### src/rtl/control_unit_mc_if.sv
`default_nettype none
// ============================================================================
//  Module      : control_unit_mc_if
//  Description : Bundle between the multicycle control unit and its datapath.
//                master = control unit side, slave = datapath side.
//  Revision    : 1.0  initial release
// ============================================================================
interface control_unit_mc_if #(
    parameter int OP_W  = 4,
    parameter int CNT_W = 16
);
    // Datapath status toward the control unit
    logic             zero;
    logic [OP_W-1:0]  op_code;
    logic             mem_ready;

    // Control outputs toward the datapath
    logic             EscCP;
    logic [OP_W-1:0]  ULA_OP;
    logic             ULA_A;
    logic [1:0]       ULA_B;
    logic             EscIR;
    logic [1:0]       FonteCP;
    logic             EscReg;
    logic             MemToReg;
    logic             mem_req;
    logic             mem_we;
    logic             halted;
    logic [CNT_W-1:0] instr_retired;

    modport master (
        input  zero, op_code, mem_ready,
        output EscCP, ULA_OP, ULA_A, ULA_B, EscIR, FonteCP, EscReg, MemToReg,
               mem_req, mem_we, halted, instr_retired
    );

    modport slave (
        output zero, op_code, mem_ready,
        input  EscCP, ULA_OP, ULA_A, ULA_B, EscIR, FonteCP, EscReg, MemToReg,
               mem_req, mem_we, halted, instr_retired
    );
endinterface
`default_nettype wire

### src/rtl/control_unit_mc.sv
`default_nettype none
// ============================================================================
//  Module      : control_unit_mc
//  Description : Multicycle control unit FSM (FETCH/EXEC/MEM/WB/PCUPD/HALT)
//                with a wrapping retired-instruction counter.
//                Optional macro WAIT_STATE_EN: FETCH and MEM stall until
//                mem_ready; otherwise mem_ready is ignored.
//  Revision    : 1.0  initial release
// ============================================================================
module control_unit_mc #(
    parameter int OP_W  = 4,
    parameter int CNT_W = 16
) (
    input  wire logic         clk,
    input  wire logic         rst_n,
    control_unit_mc_if.master bus
);

    typedef enum logic [2:0] {
        ST_FETCH = 3'd0,
        ST_EXEC  = 3'd1,
        ST_MEM   = 3'd2,
        ST_WB    = 3'd3,
        ST_PCUPD = 3'd4,
        ST_HALT  = 3'd5
    } state_t;

    state_t           state_q, state_d;
    logic             zero_q, zero_d;
    logic [CNT_W-1:0] instr_retired_q, instr_retired_d;

    // Opcode decode: any opcode with bits above [3:0] set is a NOP
    logic       w_op_hi;
    logic [3:0] w_op_lo;

    assign w_op_lo = bus.op_code[3:0];

    generate
        if (OP_W > 4) begin : g_op_wide
            assign w_op_hi = |bus.op_code[OP_W-1:4];
        end else begin : g_op_narrow
            assign w_op_hi = 1'b0;
        end
    endgenerate

    logic w_is_alu_reg, w_is_alu_imm, w_is_jmp, w_is_bez;
    logic w_is_ld, w_is_st, w_is_hlt;

    // Classify the opcode held in the instruction register
    always_comb begin
        w_is_alu_reg = 1'b0;
        w_is_alu_imm = 1'b0;
        w_is_jmp     = 1'b0;
        w_is_bez     = 1'b0;
        w_is_ld      = 1'b0;
        w_is_st      = 1'b0;
        w_is_hlt     = 1'b0;
        if (!w_op_hi) begin
            case (w_op_lo)
                4'd0, 4'd1, 4'd3, 4'd4, 4'd5:          w_is_alu_reg = 1'b1;
                4'd2, 4'd6, 4'd7, 4'd8, 4'd9, 4'd10:   w_is_alu_imm = 1'b1;
                4'd11:                                 w_is_jmp     = 1'b1;
                4'd12:                                 w_is_bez     = 1'b1;
                4'd13:                                 w_is_ld      = 1'b1;
                4'd14:                                 w_is_st      = 1'b1;
                default:                               w_is_hlt     = 1'b1;
            endcase
        end
    end

    // Memory handshake: with wait states, FETCH/MEM advance only on mem_ready
    logic w_mem_done;
`ifdef WAIT_STATE_EN
    assign w_mem_done = bus.mem_ready;
`else
    logic w_unused_mem_ready;
    assign w_unused_mem_ready = bus.mem_ready;
    assign w_mem_done         = 1'b1;
`endif

    logic            w_esc_cp, w_ula_a, w_esc_ir, w_esc_reg, w_mem_to_reg;
    logic            w_mem_req, w_mem_we, w_halted;
    logic [OP_W-1:0] w_ula_op;
    logic [1:0]      w_ula_b, w_fonte_cp;

    // Next-state, zero flag capture, retire counter and per-state outputs
    always_comb begin
        state_d         = state_q;
        zero_d          = zero_q;
        instr_retired_d = instr_retired_q;
        w_esc_cp        = 1'b0;
        w_ula_op        = '0;
        w_ula_a         = 1'b0;
        w_ula_b         = 2'd0;
        w_esc_ir        = 1'b0;
        w_fonte_cp      = 2'd0;
        w_esc_reg       = 1'b0;
        w_mem_to_reg    = 1'b0;
        w_mem_req       = 1'b0;
        w_mem_we        = 1'b0;
        w_halted        = 1'b0;

        case (state_q)
            ST_FETCH: begin
                w_mem_req = 1'b1;
                w_esc_ir  = w_mem_done;
                if (w_mem_done) begin
                    state_d = ST_EXEC;
                end
            end

            ST_EXEC: begin
                w_ula_op = bus.op_code;
                state_d  = ST_PCUPD;
                if (w_is_alu_reg) begin
                    w_ula_a   = 1'b1;
                    w_esc_reg = 1'b1;
                end else if (w_is_alu_imm) begin
                    w_ula_a   = 1'b1;
                    w_ula_b   = 2'd2;
                    w_esc_reg = 1'b1;
                end else if (w_is_bez) begin
                    w_ula_a = 1'b1;
                    zero_d  = bus.zero;
                end else if (w_is_ld || w_is_st) begin
                    // Address = reg_a + immediate, ALU forced to add
                    w_ula_op = '0;
                    w_ula_a  = 1'b1;
                    w_ula_b  = 2'd2;
                    state_d  = ST_MEM;
                end else if (w_is_hlt) begin
                    state_d = ST_HALT;
                end
            end

            ST_MEM: begin
                w_mem_req = 1'b1;
                w_mem_we  = w_is_st;
                if (w_mem_done) begin
                    state_d = w_is_ld ? ST_WB : ST_PCUPD;
                end
            end

            ST_WB: begin
                w_esc_reg    = 1'b1;
                w_mem_to_reg = 1'b1;
                state_d      = ST_PCUPD;
            end

            ST_PCUPD: begin
                w_esc_cp = 1'b1;
                w_ula_b  = 2'd1;
                if (w_is_jmp) begin
                    w_fonte_cp = 2'd2;
                end else if (w_is_bez && zero_q) begin
                    w_fonte_cp = 2'd1;
                end
                instr_retired_d = instr_retired_q + CNT_W'(1);
                state_d         = ST_FETCH;
            end

            ST_HALT: begin
                w_halted = 1'b1;
            end

            default: begin
                state_d = ST_FETCH;
            end
        endcase
    end

    // State, branch flag and retire counter registers
    always_ff @(posedge clk or negedge rst_n) begin
        if (!rst_n) begin
            state_q         <= ST_FETCH;
            zero_q          <= 1'b0;
            instr_retired_q <= '0;
        end else begin
            state_q         <= state_d;
            zero_q          <= zero_d;
            instr_retired_q <= instr_retired_d;
        end
    end

    // Outputs are forced low while reset is asserted, without waiting for a clock
    assign bus.EscCP         = rst_n & w_esc_cp;
    assign bus.ULA_OP        = rst_n ? w_ula_op : '0;
    assign bus.ULA_A         = rst_n & w_ula_a;
    assign bus.ULA_B         = rst_n ? w_ula_b : 2'd0;
    assign bus.EscIR         = rst_n & w_esc_ir;
    assign bus.FonteCP       = rst_n ? w_fonte_cp : 2'd0;
    assign bus.EscReg        = rst_n & w_esc_reg;
    assign bus.MemToReg      = rst_n & w_mem_to_reg;
    assign bus.mem_req       = rst_n & w_mem_req;
    assign bus.mem_we        = rst_n & w_mem_we;
    assign bus.halted        = rst_n & w_halted;
    assign bus.instr_retired = instr_retired_q;

endmodule
`default_nettype wire
### src/flat_wrapper.sv
// flat-port wrapper written by rule: the top's interface ports become plain ports
module control_unit_mc_flat 
#(
    parameter int OP_W  = 4,
    parameter int CNT_W = 16
)
  (clk, rst_n, bus_zero, bus_op_code, bus_mem_ready, bus_EscCP, bus_ULA_OP, bus_ULA_A, bus_ULA_B, bus_EscIR, bus_FonteCP, bus_EscReg, bus_MemToReg, bus_mem_req, bus_mem_we, bus_halted, bus_instr_retired);
  control_unit_mc_if #(.OP_W(OP_W), .CNT_W(CNT_W)) bus_i ();
  input  wire logic clk;
  input  wire logic rst_n;
  input wire logic [$bits(bus_i.zero)-1:0] bus_zero;
  input wire logic [$bits(bus_i.op_code)-1:0] bus_op_code;
  input wire logic [$bits(bus_i.mem_ready)-1:0] bus_mem_ready;
  output wire logic [$bits(bus_i.EscCP)-1:0] bus_EscCP;
  output wire logic [$bits(bus_i.ULA_OP)-1:0] bus_ULA_OP;
  output wire logic [$bits(bus_i.ULA_A)-1:0] bus_ULA_A;
  output wire logic [$bits(bus_i.ULA_B)-1:0] bus_ULA_B;
  output wire logic [$bits(bus_i.EscIR)-1:0] bus_EscIR;
  output wire logic [$bits(bus_i.FonteCP)-1:0] bus_FonteCP;
  output wire logic [$bits(bus_i.EscReg)-1:0] bus_EscReg;
  output wire logic [$bits(bus_i.MemToReg)-1:0] bus_MemToReg;
  output wire logic [$bits(bus_i.mem_req)-1:0] bus_mem_req;
  output wire logic [$bits(bus_i.mem_we)-1:0] bus_mem_we;
  output wire logic [$bits(bus_i.halted)-1:0] bus_halted;
  output wire logic [$bits(bus_i.instr_retired)-1:0] bus_instr_retired;
  assign bus_i.zero = bus_zero;
  assign bus_i.op_code = bus_op_code;
  assign bus_i.mem_ready = bus_mem_ready;
  assign bus_EscCP = bus_i.EscCP;
  assign bus_ULA_OP = bus_i.ULA_OP;
  assign bus_ULA_A = bus_i.ULA_A;
  assign bus_ULA_B = bus_i.ULA_B;
  assign bus_EscIR = bus_i.EscIR;
  assign bus_FonteCP = bus_i.FonteCP;
  assign bus_EscReg = bus_i.EscReg;
  assign bus_MemToReg = bus_i.MemToReg;
  assign bus_mem_req = bus_i.mem_req;
  assign bus_mem_we = bus_i.mem_we;
  assign bus_halted = bus_i.halted;
  assign bus_instr_retired = bus_i.instr_retired;
  control_unit_mc #(.OP_W(OP_W), .CNT_W(CNT_W)) u_core (.clk(clk), .rst_n(rst_n), .bus(bus_i));
endmodule
### config.mk
export PLATFORM = sky130hd
export DESIGN_NAME = control_unit_mc_flat
export DESIGN_NICKNAME = d
export VERILOG_FILES = /design/src/rtl/control_unit_mc_if.sv /design/src/rtl/control_unit_mc.sv /design/src/flat_wrapper.sv
export SDC_FILE = /design/constraint.sdc
export NUM_CORES = 1
export LEC_CHECK = 0
export ABC_AREA = 1
export BUFFER_PORTS_ARGS = -buffer_cell sky130_fd_sc_hd__buf_2
export CAP_MARGIN = 25
export CORE_UTILIZATION = 46
export DETAILED_ROUTE_END_ITERATION = 10
export PLACE_DENSITY = 0.84
export SYNTH_ARGS = -nofsm -noshare
export SYNTH_HDL_FRONTEND = slang
export SYNTH_SLANG_ARGS = --single-unit
### constraint.sdc
create_clock -name clk -period 1.2 [get_ports clk]
set_input_delay 0 -clock clk [delete_from_list [all_inputs] [get_ports clk]]
set_output_delay 0 -clock clk [all_outputs]
set_load 0.01 [all_outputs]
# == After elaboration in Yosys (flattened, before gate mapping) ==
# Cells that the tools add are included.
# word_totals
ff_bits,20
in_bits,8
output_inout_bits,32
# classes
n_bitwise,10
eq_ne,19
reduce_logical,9
mux,43
addsub,1
# ops
operator,count
4-bit equality test (second input constant),7
4-bit two-way mux,6
1-bit two-way mux,21
16-bit by 1-bit adder with 16-bit output (second input constant),1
4-bit by 3-bit equality test with 1-bit output (second input constant),4
2-bit two-way mux,8
3-bit two-way mux,5
3-bit one-hot mux with 5 select lines,1
15-bit OR reduction,1
1-bit AND,8
4-bit by 2-bit equality test with 1-bit output (second input constant),2
3-bit by 2-bit equality test with 1-bit output (second input constant),2
3-bit equality test (second input constant),2
6-bit OR reduction,1
5-bit OR reduction,1
4-bit by 1-bit equality test with 1-bit output (second input constant),1
4-bit zero test,1
2-bit one-hot mux with 2 select lines,1
4-bit AND reduction,1
3-bit by 1-bit equality test with 1-bit output (second input constant),1
3-bit zero test,1
1-bit NOT,2
1-bit one-hot mux with 2 select lines,1
2-bit OR reduction,1
2 further kinds,2

# == Longest topological paths before layout ==
# Gate-level depths: netlist of the first run.
# depth
depth_word,9
depth_mapped,8

# == Least setup slack after synthesis of the first run ==
# No wires, ideal clock.
# synth_timing
path_kind,register -> register
start,register u_core.instr_retired_q[0] (netlist: u_core.bus.instr_retired[0])
end,register u_core.instr_retired_q[14] (netlist: u_core.bus.instr_retired[14])
setup_slack_ps,-140
required_time_ps,1083
setup_ps,117
synth_period_minus_slack_ps,1340
path_buffers,0
arrival_time_ps,1223
stages_incl_launch_ff,9
path_cell_list,dfrtp_1 -> ha_1 -> nand2_2 -> nor2_4 -> nand2_2 -> nor2_4 -> nand2_1 -> nand2_1 -> nand2_1
# synth_via
elab_chain_cells,1
# synth_rtl
element,line,rtl
start: declaration,control_unit_mc.sv:30,"logic [CNT_W-1:0] instr_retired_q, instr_retired_d;"
start signal: assignment,control_unit_mc.sv:181,instr_retired_q <= instr_retired_d;
16-bit by 1-bit adder with 16-bit output,control_unit_mc.sv:158,instr_retired_d = instr_retired_q + CNT_W'(1);
# Every way passes these cells.
# A chain may end at the register's enable or synchronous reset.

# == Final worst setup path of the first run ==
# layout_timing
start,register u_core.state_q[2]
end,output port bus_MemToReg
# layout_via
elab_chain_cells,3
# layout_rtl
element,line,rtl
start: declaration,control_unit_mc.sv:28,"state_t state_q, state_d;"
start signal: assignment,control_unit_mc.sv:179,state_q <= state_d;
3-bit by 2-bit equality test with 1-bit output,control_unit_mc.sv:103,case (state_q)
1-bit two-way mux,control_unit_mc.sv:103,
1-bit AND,control_unit_mc.sv:193,assign bus.MemToReg = rst_n & w_mem_to_reg;
end: declaration,flat_wrapper.sv:21,output wire logic [$bits(bus_i.MemToReg)-1:0] bus_MemToReg;
# Every way passes these cells.

==> results of run 1 <==
[power by group]
| group | leakage [nW] | total (mW) | switching (mW) | internal, mW |
|---|---|---|---|---|
| Sequential | 0.258 | 1.06 | 0.231 | 0.826 |
| Combinational | 0.810 | 1.95 | 1.05 | 0.899 |
| Clock | 0.0138 | 0.334 | 0.217 | 0.117 |
| Total | 1.08 | 3.34 | 1.49 | 1.84 |
[cells by family (layout without fill, tap and decap cells)]
kind of cell               count (synthesis)  after routing  synth area share (%)
buffers and inverters                     32            105                  9.88
and+or+nand+nor                          115            115                  41.2
adders and majority gates                  1              1                 0.941
DFF                                       20             20                  37.6
xor gates and xnor gates                   5              5                  3.29
AOI/OAI and AO/OA                         16             16                  7.06
[flip-flops by register name, indices dropped and copies added, names as in the netlist]
name,flops
u_core.state_q,3
u_core.zero_q,1
u_core.bus.instr_retired,16
[metal layers]
layer / vias up / wire length [um] / track usage [%]
met4: 0 / 74 / 10.4
met2: 63 / 2230 / 43.2
met5: - / 0 / 0
met1: 741 / 1750 / 28.6
li1: 751 / - / -
met3: 8 / 224 / 3.72
[what timing repair did]
item,in CTS,in global routing
cloned,0,0
hold buffers,2,1
hold endpoints to repair,21,20
gates resized for setup,26,53
pin swaps,13,34
setup endpoints to repair,23,50
setup buffers,7,11
[tightest hold or removal path, stage by stage]
cell and delay [ps]:
buf_2 110, nand4_1 120, o2111ai_2 80
[through the flow]
step | instances | setup TNS [ps]
floorplan | 189 | -22.9
global route | 293 | -7000
finish | 293 | -4430
global placement | 270 | -20.2
detailed placement | 270 | -54.9
CTS | 282 | -2530
[area by class of cell]
type                       count  share of cell area, %
multi-input combinational    137                   43.1
inverter                      30                   5.94
clock buffer                   3                   1.07
tap                           31                   1.84
timing repair buffer          72                   23.9
sequential                    20                   24.1
[worst min path at each step]
stage	startpoint	end	slack [ps]	cells past startpoint
global placement	rst_n	u_core.bus.instr_retired[3]$_DFFE_PN0N_	1	2
detailed placement	rst_n	u_core.bus.instr_retired[3]$_DFFE_PN0N_	3	2
global route	bus_op_code[0]	u_core.state_q[0]$_DFFE_PN0P_	80	3
finish	bus_op_code[0]	u_core.state_q[0]$_DFFE_PN0P_	30	3
floorplan	rst_n	u_core.bus.instr_retired[0]$_DFFE_PN0N_	-300	0
CTS	bus_op_code[0]	u_core.state_q[0]$_DFFE_PN0P_	20	3
[cell usage in the layout, fill, tap and decap left out, drive strengths merged, types with 4 or more instances in the layout]
cell type	instances
a21oi	7
buf	70
nand4	4
nand3	14
nor3	7
inv	30
dfrtp	20
nand2	57
nor2	30
==> flow_summary_export.csv, run 1 <==
group,metric,value,unit
power_and_ir_drop,p_leak,1.08,nW
layout,multi_input_area,907,um^2
yosys,synth_edf_count,0,
worst_setup_path,cp_top_family,"buffers and inverters",
die,boundaryPins,40,
global_routing,grt_pass1_vias,1462,
sta,setup_ws,-309,ps
power_and_ir_drop,powerDensity,1580,mW/mm^2
yosys,synthesis.area,0.00133,mm^2
sta,fmaxAchievable,663,MHz
yosys,avgSynthCellArea,7.04,um^2
worst_setup_path,path_max_fanout,3,
die,die-area,0.00311,mm^2
clocking,numCtsBuffers,3,
layout,ff_latch_area,508,um^2
worst_setup_path,setup.worst_path.start,"u_core.state_q[2]$_DFFE_PN0P_",
die,rows,19,
clocking,cts.clk_slew.worst_paths,120,ps
sta,period_needed,1510,ps
sta,rsz0062_at_grt,"true",
yosys,syn_nets,198,
worst_setup_path,path_class,"flip-flop to primary output",
layout,diodes,0,
die,start_util,48.2,%
detailed_routing,wirelength,4.27,mm
outcome,outcome,"complete, but fails checks",
worst_setup_path,path_depth,7,
flow_run,drv_cap,0,
clocking,cts_max_path_buffers,2,
yosys,yosys_most_used_dff,"dfrtp_1",
layout,fillers,194,
clocking,cts_root_buf,"clkbuf_4",
worst_setup_path,r2r_slack,-160,ps
sta,clock_skew,8.88,ps
sta,slew_headroom,37.7,%
sta,worst_pin_slew,932,ps
worst_setup_path,rr_startpoint,"u_core.state_q[2]$_DFFE_PN0P_",
placed_design,routabilityCongestion,0.818,
layout,drive_above_1_share,53.8,%
global_routing,grt_pass1_wl,5.99,mm
die,die_h,55.8,um
detailed_routing,drt_iter0_drc,91,
clocking,cts.sinks,20,
worst_setup_path,cp_num_buf_inv,4,
yosys,synthTopCellsByCount,"54 x nand2_1, 28 x inv_1, 26 x nor2_1",
worst_setup_path,path_cells,"inv_2 -> nand2_8 -> nor2_4 -> buf_6 -> inv_4 -> nor2_2 -> buf_2",
sta,hold_viol_final,0,
detailed_routing,via_per_inst,5.33,
layout,fin_area,0.00211,mm^2
die,fp.dieW,55.8,um
placed_design,numPortBuffers,38,
layout,fin_util,76.4,%
placed_design,hpwlAfterDp,2.33,mm
yosys,synthTopCellsByArea,"dfrtp_1 38%, nand2_1 15%, inv_1 7.9%",
placed_design,place_ws,-28.8,ps
layout,nNetsFinal,273,
worst_hold_path,hp-class,"primary input to flip-flop",
worst_setup_path,crit_arrival,1510,ps
detailed_routing,drtPass1Iterations,4,
detailed_routing,drc,0,
outcome,violations,"negative setup slack",
yosys,synth_seq_cells,20,
global_routing,grt_max_degree,21,
die,core_area,0.00276,mm^2
detailed_routing,wl_per_cell,14.6,um
worst_setup_path,worstSetupEndpoint,"bus_MemToReg",
global_routing,grtUsageTotal,24.2,%
yosys,ys_warn_count,0,
layout,area_delta_synth_final,58.3,%
worst_setup_path,r2r-end,"u_core.bus.instr_retired[14]$_DFFE_PN0N_",
clocking,cts_tree,"built",
detailed_routing,antenna_left,0,
worst_setup_path,cp_data_required_time,1200,ps
sta,slew_viol_final,0,
worst_setup_path,worstRegToRegCells,9,
sta,whs,30.8,ps
clocking,clk-insertion-delay-late,310,ps
worst_setup_path,startpoint_type,"flip-flop",
power_and_ir_drop,vdd_ir_drop_max,0.00136,V
sta,setup_viol,27,
power_and_ir_drop,power.total,3.34,mW
worst_setup_path,critPathSlowestCell,"dfrtp_1",
yosys,syn_inst,189,
yosys,yosys.area.top_type,"dfrtp_1",
placed_design,dpl-instance-area,0.00166,mm^2
global_routing,antenna_found_initial,0,
worst_setup_path,endpoint_kind,"primary output",
worst_setup_path,cpPeakStageDelay,440,ps
sta,finalCritPeriodShare,126,%
yosys,synth-async-reset-ratio,100,%
clocking,cts.htree.levels,1,
yosys,synth_top_area_share,37.6,%
yosys,yosysSeqAreaShare,37.6,%
yosys,yosysMostFrequentCell,"nand2_1",
detailed_routing,vias,1563,
yosys,synth_cell_types,33,
global_routing,gr-total-overflow,0,
(Power assumes the default switching activity.)
==> run 2: changes to the inputs <==
--- a/config.mk
+++ b/config.mk
@@ -8,9 +8,9 @@
 export ABC_AREA = 1
 export BUFFER_PORTS_ARGS = -buffer_cell sky130_fd_sc_hd__buf_2
 export CAP_MARGIN = 25
-export CORE_UTILIZATION = 46
+export CORE_UTILIZATION = 51
 export DETAILED_ROUTE_END_ITERATION = 10
-export PLACE_DENSITY = 0.84
+export PLACE_DENSITY = 0.88
 export SYNTH_ARGS = -nofsm -noshare
 export SYNTH_HDL_FRONTEND = slang
 export SYNTH_SLANG_ARGS = --single-unit
==> constraint.sdc (replaced) <==
create_clock -name clk -period 1.4 [get_ports clk]
set_input_delay 0 -clock clk [delete_from_list [all_inputs] [get_ports clk]]
set_output_delay 0 -clock clk [all_outputs]
set_load 0.01 [all_outputs]
==> run 2 against run 1 <==
The run ends with negative hold slack, negative setup slack left. Wire length shrank 22%. Final area shrank 15%. Critical path depth shrank 2. Global-route usage shrank 0.62 points. Count of clock-buffer cells in the layout grew 1. Utilization shrank 3.7 points. Sequential power shrank 19%. Register-to-register slack gained 120 ps. Worst hold slack lost 31 ps. Setup slack gained 250 ps. First-iteration DRC count shrank 60%. Critical endpoint is now bus_ULA_OP[2]. Highest routed layer unchanged.
==> flow_summary_export.csv, run 2 (synthesized netlist as in run 1, its figures left out) <==
group,metric,value,unit
outcome,outcome,"complete, but fails checks",
outcome,violations,"negative hold slack, negative setup slack",
layout,layout_common_cells,"51 x nand2_1, 38 x buf_2, 26 x inv_1",
clocking,clk-insertion-delay-late,310,ps
sta,hold_viol_final,1,
clocking,cts_root_buf,"clkbuf_4",
sta,rsz0062_at_grt,"true",
layout,nNetsFinal,258,
layout,drive_above_1_share,34.7,%
layout,multi_input_area,754,um^2
worst_setup_path,r2r-end,"u_core.bus.instr_retired[14]$_DFFE_PN0N_",
die,rows,18,
worst_setup_path,path_max_fanout,3,
global_routing,met3_usage,3.74,%
worst_setup_path,cp_data_required_time,1400,ps
worst_setup_path,r2r_slack,-40,ps
sta,setup_ws,-60.6,ps
detailed_routing,drt_iter0_drc,36,
detailed_routing,drtPass1Iterations,4,
sta,finalCritPeriodShare,104,%
clocking,cts_tree,"built",
layout,largest_reg_flops,16,
global_routing,gr-total-overflow,0,
detailed_routing,vias,1439,
worst_setup_path,worstSetupEndpoint,"bus_ULA_OP[2]",
detailed_routing,via_per_inst,5.18,
worst_setup_path,crit_arrival,1460,ps
global_routing,grt_pass1_wl,4.84,mm
die,boundaryPins,40,
global_routing,met2_usage,40.5,%
die,start_util,53.7,%
layout,fillers,191,
layout,ff_latch_area,502,um^2
power_and_ir_drop,powerDensity,1330,mW/mm^2
global_routing,grt_pass1_vias,1159,
worst_setup_path,worstRegToRegCells,9,
sta,worst_pin_slew,327,ps
detailed_routing,wl_per_cell,11.9,um
sta,fmaxAchievable,685,MHz
sta,clock_skew,3.57,ps
placed_design,numPortBuffers,38,
layout,fin_util,72.6,%
flow_run,drv_cap,0,
worst_setup_path,path_class,"flip-flop to primary output",
sta,whs,-0.147,ps
clocking,cts.htree.levels,1,
global_routing,grt-busiest-layer,"met2",
die,die-area,0.00282,mm^2
layout,area_delta_synth_final,35.3,%
clocking,cts.sinks,20,
global_routing,use_met1,29.8,%
layout,diodes,0,
worst_setup_path,endpoint_kind,"primary output",
sta,period_needed,1460,ps
sta,setup_viol,5,
worst_hold_path,hp-class,"primary input to flip-flop",
die,core_area,0.00248,mm^2
worst_setup_path,setup.worst_path.start,"u_core.state_q[1]$_DFFE_PN0P_",
sta,slew_viol_final,0,
power_and_ir_drop,vdd_ir_drop_max,0.000905,V
die,fp.dieW,53.1,um
detailed_routing,wirelength,3.32,mm
placed_design,dpl-instance-area,0.00159,mm^2
placed_design,routabilityCongestion,0.858,
die,die_h,53.1,um
layout,final_common_cell,"nand2_1",
global_routing,antenna_found_initial,0,
placed_design,hpwlAfterDp,2.25,mm
sta,slew_headroom,78.2,%
clocking,cts.clk_slew.worst_paths,110,ps
clocking,numCtsBuffers,3,
worst_hold_path,hold_path_depth,3,
detailed_routing,antenna_left,0,
power_and_ir_drop,p_leak,0.990,nW
placed_design,place_ws,59.1,ps
global_routing,grtUsageTotal,23.5,%
layout,fin_area,0.00180,mm^2
global_routing,grt_max_degree,22,
worst_setup_path,rr_startpoint,"u_core.state_q[1]$_DFFE_PN0P_",
worst_setup_path,startpoint_type,"flip-flop",
clocking,cts_max_path_buffers,2,
detailed_routing,drc,0,
-- run 2: metrics by stage --
step	std cells	TNS (ps)	power, mW
after floorplan	189	0	1.46
after global placement	262	0	1.77
after detailed placement	262	0	1.79
after CTS	271	-99.5	2.26
after global routing	278	-1160	2.58
final	278	-151	2.40
-- run 2: metal layers --
layer,vias up,wire length [um]
li1,717,-
met3,5,129
met5,-,0
met2,44,1730
met4,0,27
met1,673,1440
-- run 2: final cells by class --
type / instances / area share [%]
clock buffers: 4 / 2.02
inverters: 30 / 6.40
multi-input cells: 137 / 41.9
flip-flops and latches: 20 / 27.9
well taps: 30 / 2.09
repair buffers: 57 / 19.7
-- run 2: repair_timing --
action / 4_1_cts / 5_1_grt
pin swaps: 3 / 7
hold buffers: 2 / 0
hold endpoints to repair: 21 / 0
endpoints found under the setup margin: 10 / 18
gates resized for setup: 7 / 13
setup buffers: 3 / 7
-- run 2: where the power goes --
| group | internal [mW] | switching (mW) | leakage, nW |
|---|---|---|---|
| Combinational | 0.516 | 0.684 | 0.705 |
| Clock | 0.159 | 0.182 | 0.0210 |
| Sequential | 0.697 | 0.160 | 0.264 |
-- run 2: critical path, stage by stage (launching register included) --
cell     delay, ps
dfrtp_1        460
buf_4          170
nor2_2         130
inv_1           70
nor3_1         160
buf_2          160
-- run 2: worst min path at each step --
stage / end / slack (ps) / start
final: u_core.state_q[0]$_DFFE_PN0P_ / -0.1 / bus_op_code[0]
after global routing: u_core.state_q[0]$_DFFE_PN0P_ / 30 / bus_op_code[0]
after detailed placement: u_core.bus.instr_retired[3]$_DFFE_PN0N_ / -8 / rst_n
after floorplan: u_core.bus.instr_retired[0]$_DFFE_PN0N_ / -300 / rst_n
after global placement: u_core.bus.instr_retired[4]$_DFFE_PN0N_ / 0.6 / rst_n
after CTS: u_core.state_q[0]$_DFFE_PN0P_ / 2 / bus_op_code[0]
==> run 3: changes to the inputs <==
--- a/config.mk
+++ b/config.mk
@@ -8,9 +8,10 @@
 export ABC_AREA = 1
 export BUFFER_PORTS_ARGS = -buffer_cell sky130_fd_sc_hd__buf_2
 export CAP_MARGIN = 25
-export CORE_UTILIZATION = 51
+export CORE_UTILIZATION = 55
 export DETAILED_ROUTE_END_ITERATION = 10
-export PLACE_DENSITY = 0.88
+export GPL_TIMING_DRIVEN = 0
+export PLACE_DENSITY = 0.9
 export SYNTH_ARGS = -nofsm -noshare
 export SYNTH_HDL_FRONTEND = slang
 export SYNTH_SLANG_ARGS = --single-unit
==> constraint.sdc (replaced) <==
create_clock -name clk -period 1.7 [get_ports clk]
set_input_delay 0 -clock clk [delete_from_list [all_inputs] [get_ports clk]]
set_output_delay 0 -clock clk [all_outputs]
set_load 0.01 [all_outputs]
==> run 3 against run 2 <==
Total power decreased by 31%. Sequential share of layout area increased by 3.1 points. The run now ends clean. First-iteration DRC count decreased by 28%.
==> flow_summary_export.csv, run 3 (synthesized netlist as in run 1, its figures left out) <==
group,metric,value,unit
global_routing,grt-busiest-layer,"met2",
sta,rsz0062_at_grt,"true",
die,boundaryPins,40,
clocking,cts_max_path_buffers,2,
layout,nNetsFinal,244,
layout,drive_above_1_share,25.3,%
global_routing,gr-total-overflow,0,
die,core_area,0.00225,mm^2
sta,slew_viol_final,0,
layout,layout_common_cells,"53 x nand2_1, 38 x buf_2, 28 x inv_1",
sta,period_needed,1600,ps
detailed_routing,drt_iter0_drc,26,
sta,tns,0,ps
worst_setup_path,endpoint_kind,"primary output",
worst_setup_path,startpoint_type,"flip-flop",
worst_setup_path,cp_data_required_time,1700,ps
die,rows,17,
power_and_ir_drop,p_leak,0.884,nW
detailed_routing,drc,0,
worst_setup_path,path_max_fanout,10,
global_routing,met2_usage,40.6,%
worst_hold_path,hold_path_depth,3,
clocking,cts.clk_slew.worst_paths,110,ps
layout,diodes,0,
die,die_h,51.2,um
sta,hold_viol_final,0,
global_routing,use_met1,32.3,%
sta,worst_pin_slew,885,ps
worst_setup_path,r2r-end,"u_core.bus.instr_retired[14]$_DFFE_PN0N_",
clocking,clk-insertion-delay-late,300,ps
clocking,cts_root_buf,"clkbuf_4",
worst_setup_path,r2r_slack,250,ps
die,start_util,59.0,%
global_routing,antenna_found_initial,0,
worst_setup_path,rr_startpoint,"u_core.bus.instr_retired[0]$_DFFE_PN0N_",
layout,fin_cells,261,
sta,setup_viol,0,
placed_design,numPortBuffers,38,
worst_hold_path,hp-class,"primary input to flip-flop",
sta,slew_headroom,40.8,%
worst_hold_path,min_to,"u_core.state_q[0]$_DFFE_PN0P_",
power_and_ir_drop,power.total,1.66,mW
die,die-area,0.00262,mm^2
clocking,post_cts_buffers,0,
global_routing,grt_pass1_wl,4.79,mm
sta,clock_skew,5.48,ps
global_routing,grt_max_degree,21,
placed_design,place_ws,276,ps
detailed_routing,vias,1353,
global_routing,met3_usage,2.98,%
sta,fmaxAchievable,627,MHz
detailed_routing,wirelength,2.85,mm
sta,setup_ws,104,ps
worst_setup_path,worstRegToRegCells,8,
detailed_routing,antenna_left,0,
outcome,outcome,"complete, no violations",
layout,largest_reg_flops,16,
layout,area_delta_synth_final,21.4,%
clocking,cts.htree.levels,1,
worst_setup_path,crit_arrival,1600,ps
clocking,cts_tree,"built",
worst_setup_path,path_class,"flip-flop to primary output",
detailed_routing,drtPass1Iterations,5,
die,fp.dieW,51.2,um
sta,finalCritPeriodShare,93.9,%
detailed_routing,wl_per_cell,10.9,um
worst_hold_path,hp-start,"bus_op_code[1]",
placed_design,hpwlAfterDp,2.13,mm
clocking,cts.sinks,20,
power_and_ir_drop,vdd_ir_drop_max,0.000696,V
placed_design,routabilityCongestion,0.829,
global_routing,grt_pass1_vias,1170,
detailed_routing,via_per_inst,5.18,
flow_run,drv_cap,0,
global_routing,grtUsageTotal,24.5,%
layout,final_common_cell,"nand2_1",
clocking,numCtsBuffers,3,
power_and_ir_drop,powerDensity,1030,mW/mm^2
placed_design,dp.cells,255,
run 3: changes by cell type in the layout (fill, tap and decap cells not counted), moves of 2 or more:
cell / change
nor2_1: +2
inv_1: +2
nor3_1: +3
buf_4: -14
nor3_2: -3
nand2_4: -3
nand2_1: +2
run 3: report_power, final:
group	total, mW	internal, mW	switching [mW]
Sequential	0.718	0.572	0.146
Clock	0.223	0.0828	0.141
Combinational	0.717	0.277	0.441
run 3: stage by stage:
stage / utilization (%) / hold WS, ps / area (um^2)
after floorplan: - / -296 / 1330
after global placement: 69.0 / -24.3 / 1560
after detailed placement: 69.0 / -18.8 / 1560
after CTS: 71.3 / 36.1 / 1610
after global routing: 71.6 / 70.3 / 1620
final: 71.6 / 45.3 / 1620
run 3: how the worst max path moves through the flow:
stage                                                 start                                  endpoint  cells after the start
floorplan           u_core.bus.instr_retired[0]$_DFFE_PN0N_  u_core.bus.instr_retired[14]$_DFFE_PN0N_                      8
global placement    u_core.bus.instr_retired[0]$_DFFE_PN0N_  u_core.bus.instr_retired[14]$_DFFE_PN0N_                      8
detailed placement  u_core.bus.instr_retired[0]$_DFFE_PN0N_  u_core.bus.instr_retired[14]$_DFFE_PN0N_                      8
CTS                           u_core.state_q[1]$_DFFE_PN0P_                            bus_FonteCP[0]                      6
global route                  u_core.state_q[2]$_DFFE_PN0P_                              bus_ULA_B[1]                      6
finish                        u_core.state_q[1]$_DFFE_PN0P_                            bus_FonteCP[0]                      6
run 3: area by class of cell:
type / instances / area [um^2]
fill: 200 / 639
timing repair buffer: 41 / 220
sequential: 20 / 500
multi-input combinational: 137 / 706
tap: 28 / 35.0
inverter: 30 / 113
buffer: 2 / 18.8
clock buffer: 3 / 22.5
run 3: worst max-delay path, stage by stage, from the launching register on:
cell and delay [ps]:
dfrtp_1 430, inv_2 160, nand3_4 120, buf_6 170
nor2_2 120, and3_1 160, buf_2 120
run 3: layer usage:
layer  vias to the layer above  share of wire [%]
li1                        686                  -
met1                       623                 46
met2                        40                 48
met3                         4                5.3
met4                         0                1.5
met5                         -                  0
run 3: what timing repair did:
item,4_1_cts,5_1_grt
hold buffers,3,0
gates resized for setup,0,3
endpoints found under the hold margin,22,0
setup endpoints to repair,0,3
